### src/rtl/fp_mult_scheduler.sv
// Round-robin scheduler sharing one fixed-point multiplier among N_REQ requesters.
// Optional macro FP_MULT_SCHED_ROUND_EN selects round-half-up with saturation instead of truncation.
module fp_mult_scheduler #(
    parameter int unsigned WORD_LENGTH = 8,
    parameter int unsigned N_REQ       = 4,
    localparam int unsigned ID_W       = $clog2(N_REQ)
) (
    input  logic                           clk,
    input  logic                           rst_n,
    input  logic [N_REQ-1:0]               req_valid,
    output logic [N_REQ-1:0]               req_ready,
    input  logic [N_REQ*WORD_LENGTH-1:0]   req_a,
    input  logic [N_REQ*WORD_LENGTH-1:0]   req_b,
    output logic [WORD_LENGTH-1:0]         mul_a,
    output logic [WORD_LENGTH-1:0]         mul_b,
    input  logic [2*WORD_LENGTH-1:0]       mul_p,
    output logic                           rsp_valid,
    input  logic                           rsp_ready,
    output logic [WORD_LENGTH-1:0]         rsp_data,
    output logic [ID_W-1:0]                rsp_id,
    output logic                           busy
);

    localparam int unsigned W = WORD_LENGTH;

    typedef enum logic [1:0] {
        IDLE = 2'd0,
        MUL  = 2'd1,
        RESP = 2'd2
    } state_e;

    state_e          state_q, state_d;
    logic [W-1:0]    mul_a_q, mul_a_d;
    logic [W-1:0]    mul_b_q, mul_b_d;
    logic [W-1:0]    rsp_data_q, rsp_data_d;
    logic [ID_W-1:0] rsp_id_q, rsp_id_d;
    logic [ID_W-1:0] id_q, id_d;
    logic [ID_W-1:0] rr_last_q, rr_last_d;
    logic            rsp_valid_q, rsp_valid_d;
    logic            busy_q, busy_d;

    logic            accept_c;
    logic            found_c;
    logic [ID_W-1:0] grant_c;
    logic            take_c;
    logic [W-1:0]    reduced_c;

    // Product reduction to W bits
    always_comb begin
`ifdef FP_MULT_SCHED_ROUND_EN
        logic [W-1:0] top;
        top = mul_p[2*W-1:W];
        if (mul_p[W-1] && (top == {1'b0, {(W-1){1'b1}}})) begin
            reduced_c = top;
        end else begin
            reduced_c = top + W'(mul_p[W-1]);
        end
`else
        reduced_c = mul_p[2*W-1:W];
`endif
    end

    // Round-robin search starting just after the last grant
    always_comb begin
        int unsigned j;
        found_c = 1'b0;
        grant_c = '0;
        j       = 0;
        for (int unsigned k = 1; k <= N_REQ; k++) begin
            j = (32'(rr_last_q) + k) % N_REQ;
            if (!found_c && req_valid[ID_W'(j)]) begin
                found_c = 1'b1;
                grant_c = ID_W'(j);
            end
        end
    end

    assign accept_c = (state_q == IDLE) || ((state_q == RESP) && rsp_ready);
    assign take_c   = accept_c && found_c;

    always_comb begin
        req_ready = '0;
        if (take_c) begin
            req_ready[grant_c] = 1'b1;
        end
    end

    always_comb begin
        state_d     = state_q;
        mul_a_d     = mul_a_q;
        mul_b_d     = mul_b_q;
        rsp_data_d  = rsp_data_q;
        rsp_id_d    = rsp_id_q;
        id_d        = id_q;
        rr_last_d   = rr_last_q;
        rsp_valid_d = rsp_valid_q;

        if (take_c) begin
            mul_a_d   = req_a[32'(grant_c)*W +: W];
            mul_b_d   = req_b[32'(grant_c)*W +: W];
            id_d      = grant_c;
            rr_last_d = grant_c;
        end

        case (state_q)
            IDLE: begin
                if (take_c) state_d = MUL;
            end
            MUL: begin
                rsp_data_d  = reduced_c;
                rsp_id_d    = id_q;
                rsp_valid_d = 1'b1;
                state_d     = RESP;
            end
            RESP: begin
                if (rsp_ready) begin
                    rsp_valid_d = 1'b0;
                    state_d     = take_c ? MUL : IDLE;
                end
            end
            default: state_d = IDLE;
        endcase

        busy_d = (state_d != IDLE);
    end

    always_ff @(posedge clk or negedge rst_n) begin
        if (!rst_n) begin
            state_q     <= IDLE;
            mul_a_q     <= '0;
            mul_b_q     <= '0;
            rsp_data_q  <= '0;
            rsp_id_q    <= '0;
            id_q        <= '0;
            rr_last_q   <= ID_W'(N_REQ - 1);
            rsp_valid_q <= 1'b0;
            busy_q      <= 1'b0;
        end else begin
            state_q     <= state_d;
            mul_a_q     <= mul_a_d;
            mul_b_q     <= mul_b_d;
            rsp_data_q  <= rsp_data_d;
            rsp_id_q    <= rsp_id_d;
            id_q        <= id_d;
            rr_last_q   <= rr_last_d;
            rsp_valid_q <= rsp_valid_d;
            busy_q      <= busy_d;
        end
    end

    assign mul_a     = mul_a_q;
    assign mul_b     = mul_b_q;
    assign rsp_data  = rsp_data_q;
    assign rsp_id    = rsp_id_q;
    assign rsp_valid = rsp_valid_q;
    assign busy      = busy_q;

endmodule

### config.mk
export PLATFORM = sky130hd
export DESIGN_NAME = fp_mult_scheduler
export DESIGN_NICKNAME = d
export VERILOG_FILES = /design/src/rtl/fp_mult_scheduler.sv
export SDC_FILE = /design/constraint.sdc
export NUM_CORES = 1
export LEC_CHECK = 0
export CORE_MARGIN = 4
export CORE_UTILIZATION = 39
export CTS_BUF_LIST = sky130_fd_sc_hd__clkbuf_8
export CTS_CLUSTER_DIAMETER = 60
export CTS_CLUSTER_SIZE = 20
export DETAILED_ROUTE_END_ITERATION = 10
export PLACE_DENSITY = 0.83
export SLEW_MARGIN = 0
export SYNTH_ARGS = -nofsm -noshare
export SYNTH_HDL_FRONTEND = slang
export SYNTH_SLANG_ARGS = --single-unit
### constraint.sdc
create_clock -name clk -period 2.3 [get_ports clk]
set_input_delay 0.46 -clock clk [delete_from_list [all_inputs] [get_ports clk]]
set_output_delay 0.46 -clock clk [all_outputs]
set_load 0.01 [all_outputs]
==> results of run 1 <==
## cell families (layout without fill, tap and decap cells)
logic type             count (synthesis)  in the layout  synth area share (%)
muxes                                 44             44                  25.6
and+or+nand+nor                       52             52                  13.4
DFF                                   34             34                  41.8
buffers and inverters                 18            149                  5.89
AOI/OAI and AO/OA                     29             29                  13.3
## layout make-up
cell class              instances  area, sq um
multi-input cells             125         1100
clock buffers                   5         68.8
clock inverters                 3         68.8
flip-flops and latches         34          853
well taps                      70         87.6
fillers                       405         1550
inverters                       2         7.51
repair buffers                139         1340
## registers in the layout, summed over array words and instances, names as in the netlist
signal	count
mul_a	8
rsp_id	2
rsp_data	8
rsp_valid	1
busy	1
rr_last_q	2
id_q	2
state_q	2
mul_b	8
## worst min-delay path by stage
stage | slack (ps) | from | depth (start not counted) | to
after floorplan | 160 | rst_n | 0 | busy
after global placement | 460 | state_q[1] | 1 | rsp_valid
after detailed placement | 460 | id_q[1] | 1 | id_q[1]
after CTS | 260 | rst_n | 1 | state_q[0]
after global routing | 290 | rst_n | 1 | busy
final | 240 | rst_n | 1 | rsp_valid
## placed cells by master (no fill, tap or decap), types with 2 or more instances in the layout
master             n
clkdlybuf4s50_1  100
nand3_1           32
dfrtp_1           32
buf_4             21
mux2i_1           18
a221o_1           16
mux2_2            13
mux2_4            13
buf_6              6
clkbuf_8           5
buf_2              5
a21oi_1            3
nand2_1            3
nor2_1             3
nor2b_1            2
nand2b_1           2
a21o_1             2
o21a_1             2
bufinv_16          2
clkdlybuf4s15_1    2
dlygate4sd2_1      2
buf_12             2
dfstp_2            2
## per-layer routing
layer	up-vias	wire length, um	part of all wire [%]	track usage [%]
met3	10	497	8.1	6.17
met1	929	2320	38	20.5
li1	932	-	-	-
met5	-	0	0	0
met2	85	3220	52	35.9
met4	0	99	1.6	5.57
## through the flow
stage	setup TNS, ps	setup slack [ps]	total power [mW]
after global routing	-147	-55.1	4.62
after floorplan	0	74.1	2.49
after detailed placement	-7670	-487	3.59
after global placement	-6740	-422	3.51
after CTS	-53.4	-27.3	4.34
final	0	15.5	4.34
## power groups by stage
stage               Clock (mW)  Combinational (mW)  Sequential, mW
finish                   0.665                2.57            1.11
global route             0.697                2.77            1.15
CTS                      0.675                2.57            1.10
detailed placement           0                2.49            1.11
global placement             0                2.42            1.09
floorplan                    0                1.30            1.19
## repair_timing
action / 4_1_cts / 5_1_grt
gates resized for setup: 28 / 8
pin swaps: 6 / 5
hold buffers: 0 / 0
endpoints found under the hold margin: 0 / 0
setup buffers: 5 / 0
endpoints found under the setup margin: 20 / 3
==> reports/qor.yml, run 1 <==
worst_setup_path:
  crit_fanout: 5
  path_buf_inv: 3
  cp.depth: 7
  path_delay_family: "flip-flops"
  path_class: "reg -> out"
  cp-start-kind: "register"
  path_cells: "nor2b_2 -> buf_4 -> o32ai_4 -> buf_6 -> nor2_4 -> and2_1 -> buf_2"
  r2r-start: "rr_last_q[1]"
  reg2reg_to: "mul_a[2]"
  cp.required_ps: 1840
  reg2reg_depth: 6
  end_kind: "primary output"
  cp-startpoint: "rr_last_q[1]"
  arrival_ps: 1820
  r2r_slack_ps: 90
  endpoint: "req_ready[2]"
  max_stage_delay_ps: 600
  crit_slowest_cell: "dfstp_2"
power:
  power_density_nw_per_um2: 1230
  vdd_drop_max_mv: 0.677
  p_comb_share_pct: 59.2
  power_frac_seq_pct: 25.5
  switchingPower_mw: 1.50
  leakage_nw: 1.53
  p_int_mw: 2.84
  swShare_pct: 34.5
  p_clk_share_pct: 15.3
timing:
  rsz0062_at_grt: "true"
  hold_viol_final: 0
  hold_slack_ps: 236
  fin_crit_ps: 2280
  final-max-slew-violation-count: 0
  fmax_ghz: 0.438
  tightest_slew_ps: 742
  relSlewSlack_pct: 50.5
  period_share_pct: 99.3
  finalClockSkew_ps: 3.81
  final-setup-viol-count: 0
die:
  die_x_um: 80.3
  core_area_sq_um: 5070
  rows: 26
  die_area_sq_um: 6450
  die_h_um: 80.3
  floorplan.initialDensity_pct: 40.2
  pin_count: 119
routing:
  route.detailed.drc: 0
  vias_per_cell: 5.17
  dr.pass1.iters: 4
  wl_per_cell_um: 16.2
  routed_wl_um: 6140
  vias: 1956
  antenna_left: 0
  drt_iter0_drc: 55
clock_tree:
  cts-htree-levels: 2
  clock_latency_ps: 280
  clock-sinks: 34
  cts_buffers: 5
  clkTransAtPathRegs_ps: 70
  cts_tree: "yes"
  clock_tree.root_cell: "clkbuf_8"
  clockBufferDepth: 2
grt:
  grt_pass1_vias: 2033
  grt_pass1_wl_um: 9630
  grt_use_total_pct: 19.3
  antenna_found_initial: 0
  grt_max_degree: 37
  gr-total-overflow: 0
synth:
  ys_warn_count: 0
  ys_top_cells_by_count: "32 x dfrtp_1, 32 x nand3_1, 18 x mux2i_1, 16 x a221o_1"
  ys.flop_type: "dfrtp_1"
  ys_ff_latch: 34
  synth.distinct_cells: 33
  async_reset_ff_share_pct: 100
  yosysSeqAreaShare_pct: 41.8
  synth_edf_count: 0
  ys_top_cells_by_area: "dfrtp_1 39%, mux2_4 9.6%, mux2i_1 8.8%"
  synth.cell_area_sq_um: 2040
  yosysTopAreaCellShare_pct: 39.3
  synth_area_leader_cell: "dfrtp_1"
  synth.avg_cell_area_sq_um: 11.5
  syn-instance-count: 177
  synth_nets: 264
placement:
  dp_cells: 365
  portBuffers: 110
  dpl-instance-area_sq_um: 3320
  dp_hpwl_um: 4620
  gp_congestion: 0.732
layout:
  drive_above_1_share_pct: 26.0
  antennaDiodeCount: 0
  nets: 394
  area_delta_synth_final_pct: 72.8
  final_util_pct: 69.4
  final-instance-count-excl-fill: 378
  fin_area_sq_um: 3520
worst_hold_path:
  min_path_type: "in -> async"
run_status:
  outcome: "finished, final reports clean"
flow_run:
  max-cap-violations: 0
Power figures use the tool's default switching activity.
==> inputs of run 2 (changes only) <==
--- a/config.mk
+++ b/config.mk
@@ -5,6 +5,7 @@
 export SDC_FILE = /design/constraint.sdc
 export NUM_CORES = 1
 export LEC_CHECK = 0
+export CAP_MARGIN = 30
 export CORE_MARGIN = 4
 export CORE_UTILIZATION = 39
 export CTS_BUF_LIST = sky130_fd_sc_hd__clkbuf_8
==> results of run 2 <==
No change in the layout: final DEF, timing and power equal those of run 1.
==> inputs of run 3 (changes only) <==
--- a/config.mk
+++ b/config.mk
@@ -7,12 +7,13 @@
 export LEC_CHECK = 0
 export CAP_MARGIN = 30
 export CORE_MARGIN = 4
-export CORE_UTILIZATION = 39
+export CORE_UTILIZATION = 55
 export CTS_BUF_LIST = sky130_fd_sc_hd__clkbuf_8
 export CTS_CLUSTER_DIAMETER = 60
 export CTS_CLUSTER_SIZE = 20
 export DETAILED_ROUTE_END_ITERATION = 10
-export PLACE_DENSITY = 0.83
+export DONT_BUFFER_PORTS = 1
+export PLACE_DENSITY = 0.71
 export SLEW_MARGIN = 0
 export SYNTH_ARGS = -nofsm -noshare
 export SYNTH_HDL_FRONTEND = slang
==> constraint.sdc (replaced) <==
create_clock -name clk -period 2.3 [get_ports clk]
set_input_delay 0.46 -clock clk [delete_from_list [all_inputs] [get_ports clk]]
set_output_delay 0.46 -clock clk [all_outputs]
set_load 0.05 [all_outputs]
==> reports/qor.yml, run 3 (same netlist as run 1, synthesis figures left out) <==
die:
  core_area_sq_um: 3470
  rows: 21
  die_h_um: 68.9
  floorplan.initialDensity_pct: 58.8
  die_area_sq_um: 4750
  pin_count: 119
  die_x_um: 68.9
layout:
  drive_above_1_share_pct: 33.9
  final_cell_mix: "32 x nand3_1, 32 x dfrtp_1, 18 x mux2i_1"
  area_delta_synth_final_pct: 13.3
  fin_area_sq_um: 2310
  nFillCells: 290
  final-instance-count-excl-fill: 229
  nets: 269
  antennaDiodeCount: 0
power:
  power_density_nw_per_um2: 1880
  leakage_nw: 1.02
  vdd_drop_max_mv: 0.808
  p_clk_share_pct: 15.1
  switchingPower_mw: 2.15
  swShare_pct: 49.6
  power_frac_seq_pct: 46.4
  p_comb_share_pct: 38.5
  p_total_mw: 4.33
  p_int_mw: 2.19
placement:
  gp_congestion: 0.763
  dpl-instance-area_sq_um: 2100
  dp_cells: 218
  portBuffers: 0
  dp_hpwl_um: 3440
  post-place-ws_ps: 113
timing:
  hold_viol_final: 0
  tightest_slew_ps: 505
  fmax_ghz: 0.434
  fin_crit_ps: 2300
  final-setup-viol-count: 1
  period_share_pct: 100
  rsz0062_at_grt: "true"
  finalClockSkew_ps: 3.18
  setup_slack_ps: -3.98
  relSlewSlack_pct: 66.3
  final-max-slew-violation-count: 0
worst_setup_path:
  cp-start-kind: "register"
  arrival_ps: 1840
  cp.required_ps: 1840
  end_kind: "primary output"
  crit_fanout: 5
  path_class: "reg -> out"
clock_tree:
  cts_tree: "yes"
  clock_latency_ps: 280
  clock_tree.root_cell: "clkbuf_8"
  cts_buffers: 5
  clock-sinks: 34
  clockBufferDepth: 2
  clkTransAtPathRegs_ps: 70
  cts-htree-levels: 2
routing:
  routed_wl_um: 4760
  wl_per_cell_um: 20.8
  route.detailed.drc: 0
  vias: 1479
  antenna_left: 0
  dr.pass1.iters: 4
  vias_per_cell: 6.46
  drt_iter0_drc: 80
flow_run:
  max-cap-violations: 0
grt:
  antenna_found_initial: 0
  grt_max_degree: 33
  grt_use_total_pct: 19.9
  grt_pass1_vias: 1509
  grt_pass1_wl_um: 6960
  gr-total-overflow: 0
run_status:
  outcome: "finished, violations left"
  violations: "negative setup slack"
worst_hold_path:
  min_path_type: "in -> async"
==> run 3: changes by cell type in the layout (fill, tap and decap cells not counted), moves of 2 or more <==
cell,before,now
buf_4,21,10
clkdlybuf4s15_1,2,0
buf_6,6,1
clkdlybuf4s50_1,100,0
buf_2,5,0
dlygate4sd2_1,2,0
==> run 3: power by group through the flow <==
stage	Sequential (mW)	Clock, mW	Combinational [mW]
after floorplan	1.93	0	1.38
after global placement	2.01	0	1.52
after detailed placement	2.03	0	1.60
after CTS	2.01	0.660	1.63
after global routing	2.06	0.689	1.81
final	2.01	0.654	1.67
==> run 3: path summary, 6_finish.rpt <==
check | from | end | slack [ps] | depth (start not counted)
max | rr_last_q[0] | req_ready[1] | -4 | 6
min | rst_n | mul_a[3] | 3 | 1
max reg2reg | rr_last_q[1] | mul_b[1] | 30 | 6
min reg2reg | id_q[1] | id_q[1] | 470 | 1
max in group asynchronous | rst_n | busy | 2130 | 1
min in group clk | mul_p[14] | rsp_data[6] | 330 | 1
==> run 3: through the flow <==
| step | TNS (ps) | util, % | hold slack [ps] |
|---|---|---|---|
| 5_1_grt | -502 | 66.6 | 0.112 |
| 2_1_floorplan | -159 | - | 164 |
| 4_1_cts | -33.3 | 65.5 | 5.26 |
| 6_report | -3.98 | 66.6 | 2.89 |
| 3_3_place_gp | 0 | 60.6 | 165 |
| 3_5_place_dp | 0 | 60.6 | 165 |
==> run 3: layout make-up <==
| type | instances | area, sq um | area share, % |
|---|---|---|---|
| Tap cell | 46 | 57.6 | 2.49 |
| Timing Repair Buffer | 14 | 146 | 6.34 |
| Clock buffer | 5 | 68.8 | 2.98 |
| Inverter | 2 | 7.51 | 0.325 |
| Sequential cell | 34 | 853 | 36.9 |
| Clock inverter | 3 | 68.8 | 2.98 |
| Multi-Input combinational cell | 125 | 1110 | 47.9 |
==> run 3: repair_timing <==
item                       in CTS  in global routing
hold buffers                    1                  0
pin swaps                       1                  4
setup endpoints to repair       4                  4
setup buffers                   0                  2
resized for setup               3                  6
hold endpoints to repair       32                  0
==> run 3: worst max-delay path, cell delays in order, from the launching register on <==
cell and delay [ps]:
dfstp_2 540, buf_4 130, and3b_2 220, o32ai_4 280
nand2_1 110, nor2_2 140, buf_12 150
==> run 3: per-layer routing <==
layer	global-route usage, %	up-vias	part of all wire (%)	routed length [um]
met2	35.2	75	52	2470
li1	-	677	-	-
met3	6.65	8	9.1	434
met1	22.2	719	37	1780
met4	6.57	0	1.5	73
met5	0	-	0	0
